===== src/rtl/fwd_scoreboard.sv =====
// Operand forwarding selects plus a one-entry multdiv scoreboard with load-use/multdiv stall.
// Latency: selects and stall are combinational (0 cycles); md_busy/md_rd update one edge after the event.
// Backpressure: stall freezes fetch/decode/execute; a multdiv start is only accepted when stall is low.
// Optional watchdog: define FWD_MD_WATCHDOG_EN to abort a multdiv op that exceeds MD_LAT cycles.
module fwd_scoreboard #(
    parameter int REG_AW = 5,
    parameter int MD_LAT = 34,
    parameter int CNT_W  = 6
) (
    input  logic              clock,
    input  logic              reset,
    input  logic [REG_AW-1:0] x_rs1,
    input  logic [REG_AW-1:0] x_rs2,
    input  logic [REG_AW-1:0] x_rd,
    input  logic              x_we,
    input  logic              x_md_start,
    input  logic [REG_AW-1:0] m_rd,
    input  logic              m_we,
    input  logic              m_is_load,
    input  logic [REG_AW-1:0] w_rd,
    input  logic              w_we,
    input  logic              md_ready,
    output logic [1:0]        alu_a_sel,
    output logic [1:0]        alu_b_sel,
    output logic              stall,
    output logic              md_busy,
    output logic [REG_AW-1:0] md_rd,
    output logic              md_err
);

    // The busy counter must be able to represent MD_LAT before it saturates.
    if ((1 << CNT_W) <= MD_LAT) begin : g_cfg_check
        $error("fwd_scoreboard: CNT_W too narrow for MD_LAT");
    end

    localparam logic [1:0] SEL_MEM = 2'b00;
    localparam logic [1:0] SEL_WB  = 2'b01;
    localparam logic [1:0] SEL_RF  = 2'b10;

    typedef enum logic {
        ST_IDLE = 1'b0,
        ST_BUSY = 1'b1
    } state_t;

    state_t            state_q, state_d;
    logic [REG_AW-1:0] md_rd_q, md_rd_d;
    logic              lu_haz;
    logic              md_haz;
    logic              md_raw;
    logic              md_waw;
    logic              md_accept;
    logic              wd_fire;

    // Memory stage wins over writeback; r0 and non-writing stages never forward.
    function automatic logic [1:0] fwd_sel(input logic [REG_AW-1:0] src);
        logic [1:0] sel;
        sel = SEL_RF;
        if (src == '0) begin
            sel = SEL_RF;
        end else if (m_we && (m_rd == src)) begin
            sel = SEL_MEM;
        end else if (w_we && (w_rd == src)) begin
            sel = SEL_WB;
        end
        return sel;
    endfunction

    // Operand selects and hazard detection, all zero-latency.
    always_comb begin
        alu_a_sel = fwd_sel(x_rs1);
        alu_b_sel = fwd_sel(x_rs2);
        lu_haz    = m_is_load && m_we && (m_rd != '0) &&
                    ((m_rd == x_rs1) || (m_rd == x_rs2));
        md_raw    = (md_rd_q != '0) && ((md_rd_q == x_rs1) || (md_rd_q == x_rs2));
        md_waw    = x_we && (x_rd == md_rd_q);
        // md_ready releases the hazard in the same cycle the result is written.
        md_haz    = (state_q == ST_BUSY) && !md_ready && (md_raw || md_waw || x_md_start);
        stall     = lu_haz || md_haz;
        md_accept = (state_q == ST_IDLE) && x_md_start && !stall;
    end

`ifdef FWD_MD_WATCHDOG_EN
    localparam logic [CNT_W-1:0] CNT_MAX = '1;
    // Counter reads k-1 in the k-th BUSY cycle, so this fires on the edge ending BUSY cycle MD_LAT.
    localparam logic [CNT_W-1:0] WD_LAST = CNT_W'(MD_LAT - 1);

    logic [CNT_W-1:0] cnt_q, cnt_d;
    logic             err_q, err_d;

    assign wd_fire = (state_q == ST_BUSY) && !md_ready && (cnt_q == WD_LAST);
    assign md_err  = err_q;

    // Busy-cycle counter: cleared on accept, saturating count while BUSY; error is sticky.
    always_comb begin
        cnt_d = cnt_q;
        if (md_accept) begin
            cnt_d = '0;
        end else if ((state_q == ST_BUSY) && (cnt_q != CNT_MAX)) begin
            cnt_d = cnt_q + CNT_W'(1);
        end
        err_d = err_q || wd_fire;
    end

    // Watchdog state registers.
    always_ff @(posedge clock or posedge reset) begin
        if (reset) begin
            cnt_q <= '0;
            err_q <= 1'b0;
        end else begin
            cnt_q <= cnt_d;
            err_q <= err_d;
        end
    end
`else
    // Without the watchdog an op stays pending until md_ready.
    assign wd_fire = 1'b0;
    assign md_err  = 1'b0;
`endif

    // Scoreboard state register.
    always_ff @(posedge clock or posedge reset) begin
        if (reset) begin
            state_q <= ST_IDLE;
        end else begin
            state_q <= state_d;
        end
    end

    // Scoreboard next state; md_ready in IDLE is ignored.
    always_comb begin
        state_d = state_q;
        unique case (state_q)
            ST_IDLE: if (md_accept) state_d = ST_BUSY;
            ST_BUSY: if (md_ready || wd_fire) state_d = ST_IDLE;
            default: state_d = ST_IDLE;
        endcase
    end

    // Scoreboard outputs decoded from the current state.
    always_comb begin
        md_busy = (state_q == ST_BUSY);
        md_rd   = md_rd_q;
    end

    // Pending destination: captured on accept, held after completion.
    always_comb begin
        md_rd_d = md_accept ? x_rd : md_rd_q;
    end

    // Pending destination register.
    always_ff @(posedge clock or posedge reset) begin
        if (reset) begin
            md_rd_q <= '0;
        end else begin
            md_rd_q <= md_rd_d;
        end
    end

endmodule


===== config.mk =====
export PLATFORM = sky130hd
export DESIGN_NAME = fwd_scoreboard
export DESIGN_NICKNAME = d
export VERILOG_FILES = /design/src/rtl/fwd_scoreboard.sv
export SDC_FILE = /design/constraint.sdc
export NUM_CORES = 1
export LEC_CHECK = 0
export BUFFER_PORTS_ARGS = -buffer_cell sky130_fd_sc_hd__buf_2
export CORE_MARGIN = 2
export CORE_UTILIZATION = 36
export CTS_CLUSTER_SIZE = 30
export DETAILED_ROUTE_END_ITERATION = 8
export PLACE_DENSITY = 0.65
export SLEW_MARGIN = 25
export SYNTH_ARGS = -nofsm -noshare
export SYNTH_HDL_FRONTEND = slang
export SYNTH_SLANG_ARGS = --single-unit

===== constraint.sdc =====
create_clock -name clock -period 1.6 [get_ports clock]
set_input_delay 0 -clock clock [delete_from_list [all_inputs] [get_ports clock]]
set_output_delay 0 -clock clock [all_outputs]
set_load 0.02 [all_outputs]

==> results.toml <==
[critical_path]
endpoint_kind = "output port"
path_max_fanout = 4
path_cells = "or4_1 > nor2_1 > a21oi_1 > a311oi_1 > o21ai_1 > buf_4"
setup.worst_path.class = "register to output port"
reg2reg_slack_ns = 0.54
r2r_start = "md_busy"
r2r_end = "md_rd[1]"
startpoint_type = "register"
cp_slowest_stage_delay_ns = 0.47
rr_worst_depth = 2
worstSetupStartpoint = "md_rd[2]"
critical_path_arrival_ns = 1.76
cp-endpoint = "stall"
required_ns = 1.60
cp_slowest_cell = "or4_1"

[logic_synthesis]
ys_seq_area_share_pct = 19.7
avgSynthCellArea_um2 = 9.20
synth.distinct_cells = 24
async_flop_share_pct = 100
synth-edff-count = 0
synth_area_um2 = 763
syn_inst = 83
synth_nets = 116
ys_warn_count = 0
ys.flop_type = "dfrtp_1"
synth_top_area_share_pct = 25.2
yosysTopAreaCell = "xor2_1"
ys_seq_elements = 6
synthTopCellsByArea = "xor2_1 (25%), dfrtp_1 (20%), xnor2_1 (15%), mux2_4 (9.8%), nor4_1 (3.3%)"

[power_and_ir_drop]
power_density_nw_per_um2 = 762
pwr-share-clk_pct = 16.7
intPower_mw = 0.513
p_switching_mw = 0.319
swShare_pct = 38.4
comb_power_share_pct = 55.5
ir_drop_mv = 0.450
seqPwrFrac_pct = 27.9
p_leak_nw = 0.536

[clock_tree]
clockRootBuffer = "clkbuf_4"
tritoncts = "done"
clk-insertion-delay-late_ns = 0.25
clkSinkCount = 6
path_clk_slew_ns = 0.05
cts-htree-levels = 1
numCtsBuffers = 3
clk_path_buf_depth = 2

[sta]
hold_viol_final = 0
slew_viol_final = 0
finalSetupViolCount = 1
fmax_ghz = 0.567
rsz0062_at_grt = "true"
setup_slack_ns = -0.163
whs_ns = 0.0126
period_needed_ns = 1.76
finalCritPeriodShare_pct = 110
skew_ns = 0.00478

[place]
gp_congestion = 0.863
placed_cells = 158
port_buffers = 43
hpwlAfterDp_um = 1680

[layout]
final_cell_mix = "buf_2 (42), xor2_1 (22), xnor2_1 (13)"
nets = 171
final_common_cell = "buf_2"
drive_gt1_share_pct = 44.9
fin_cells = 163
syn2layout_area_growth_pct = 43.1
nFillCells = 197
diodes = 0

[global_route]
grt_max_degree = 7
overflow = 0
grt_pass1_vias = 762
antenna_found_initial = 0
grt_pass1_wl_um = 3240
grt_use_total_pct = 16.8

[floorplan]
coreArea_um2 = 1980
dieWidth_um = 50.0
die_h_um = 50.0
io_pins = 45
initial_utilization_pct = 38.5
row_count = 16
dieArea_um2 = 2500

[flow_run]
cap_violations = 0

[detailed_routing]
ant_nets = 0
first_pass_iters = 4
routedWlPerCell_um = 11.8
drc = 0
vias = 781
drt_iter0_markers = 3
viasPerCell = 4.79
wl_um = 1930

[outcome]
failed_checks = "setup timing"
status = "finished, violations left"

[hold_path]
holdPathStages = 2
hold_path.class = "input pin to register"
through the flow:
step	cell area (µm²)	setup slack [ns]	util [%]	power [mW]	TNS (ns)
CTS	1080	-0.186	54.7	0.835	-0.186
global route	1090	-0.262	55.1	0.905	-0.262
finish	1090	-0.163	55.1	0.832	-0.163
floorplan	763	0.0682	-	0.508	0
detailed placement	1050	0.0279	53.0	0.687	0
global placement	1050	0.0232	53.0	0.678	0
cells in the mapped netlist, types with 2 or more instances:
master,instances
nor2_1,4
nand3_1,2
nor3_1,4
dfrtp_1,6
xnor2_1,13
xor2_1,22
nor4_1,4
mux2_4,5
nand2_1,3
a21oi_1,2
or4_1,3
nor2b_1,3
worst min-delay path by stage:
stage,from,end,slack [ns]
after floorplan,reset,md_busy,-0.21
after global placement,reset,md_busy,-0.08
after detailed placement,reset,md_busy,-0.07
after CTS,x_rd[2],md_rd[2],0.008
after global routing,x_rd[4],md_rd[4],0.01
final,x_rd[4],md_rd[4],0.01
critical path: cells and delay by family, from the launching register on:
kind | cells | cell delay [ns]
and+or+nand+nor | 2 | 0.57
DFF | 1 | 0.41
buffers and inverters | 1 | 0.17
AOI/OAI and AO/OA | 3 | 0.37
kinds of logic after synthesis:
| kind of cell | count (synthesis) | synth area share, % |
|---|---|---|
| XOR/XNOR | 35 | 40.2 |
| AND/OR/NAND/NOR | 29 | 23.3 |
| flip-flops | 6 | 19.7 |
| AO/OA/AOI/OAI | 5 | 5.08 |
| multiplexers | 5 | 9.84 |
| buffers and inverters | 2 | 1.48 |
| other | 1 | 0.491 |
timing repair:
action	4_1_cts	5_1_grt
gates resized for setup	1	0
setup endpoints to repair	1	1
endpoints found under the hold margin	6	0
setup buffers	0	1
hold buffers	1	0
area by class of cell:
cell class	instances	area [µm²]	share of cell area [%]
inverter	1	3.75	0.344
multi-input combinational	75	602	55.1
sequential	6	150	13.7
clock buffer	3	22.5	2.06
tap	27	33.8	3.09
timing repair buffer	51	280	25.7
power by group through the flow:
stage	sequential, mW	combinational (mW)	clock, mW
2_1_floorplan	0.289	0.219	0
3_3_place_gp	0.233	0.445	0
3_5_place_dp	0.235	0.452	0
4_1_cts	0.233	0.458	0.144
5_1_grt	0.241	0.505	0.159
6_report	0.232	0.462	0.139
flip-flops by register name, summed over array words and instances (netlist names):
signal	cells
md_rd	5
md_busy	1
metal layers:
metal  vias up  wire length, µm  global-route usage [%]
met3         7              199                    3.94
met4         0               53                    6.02
met5         -                0                       0
li1        395                -                       -
met1       333              831                    20.2
met2        46              841                    28.7
Note: power is estimated with default switching activity, not from simulation.
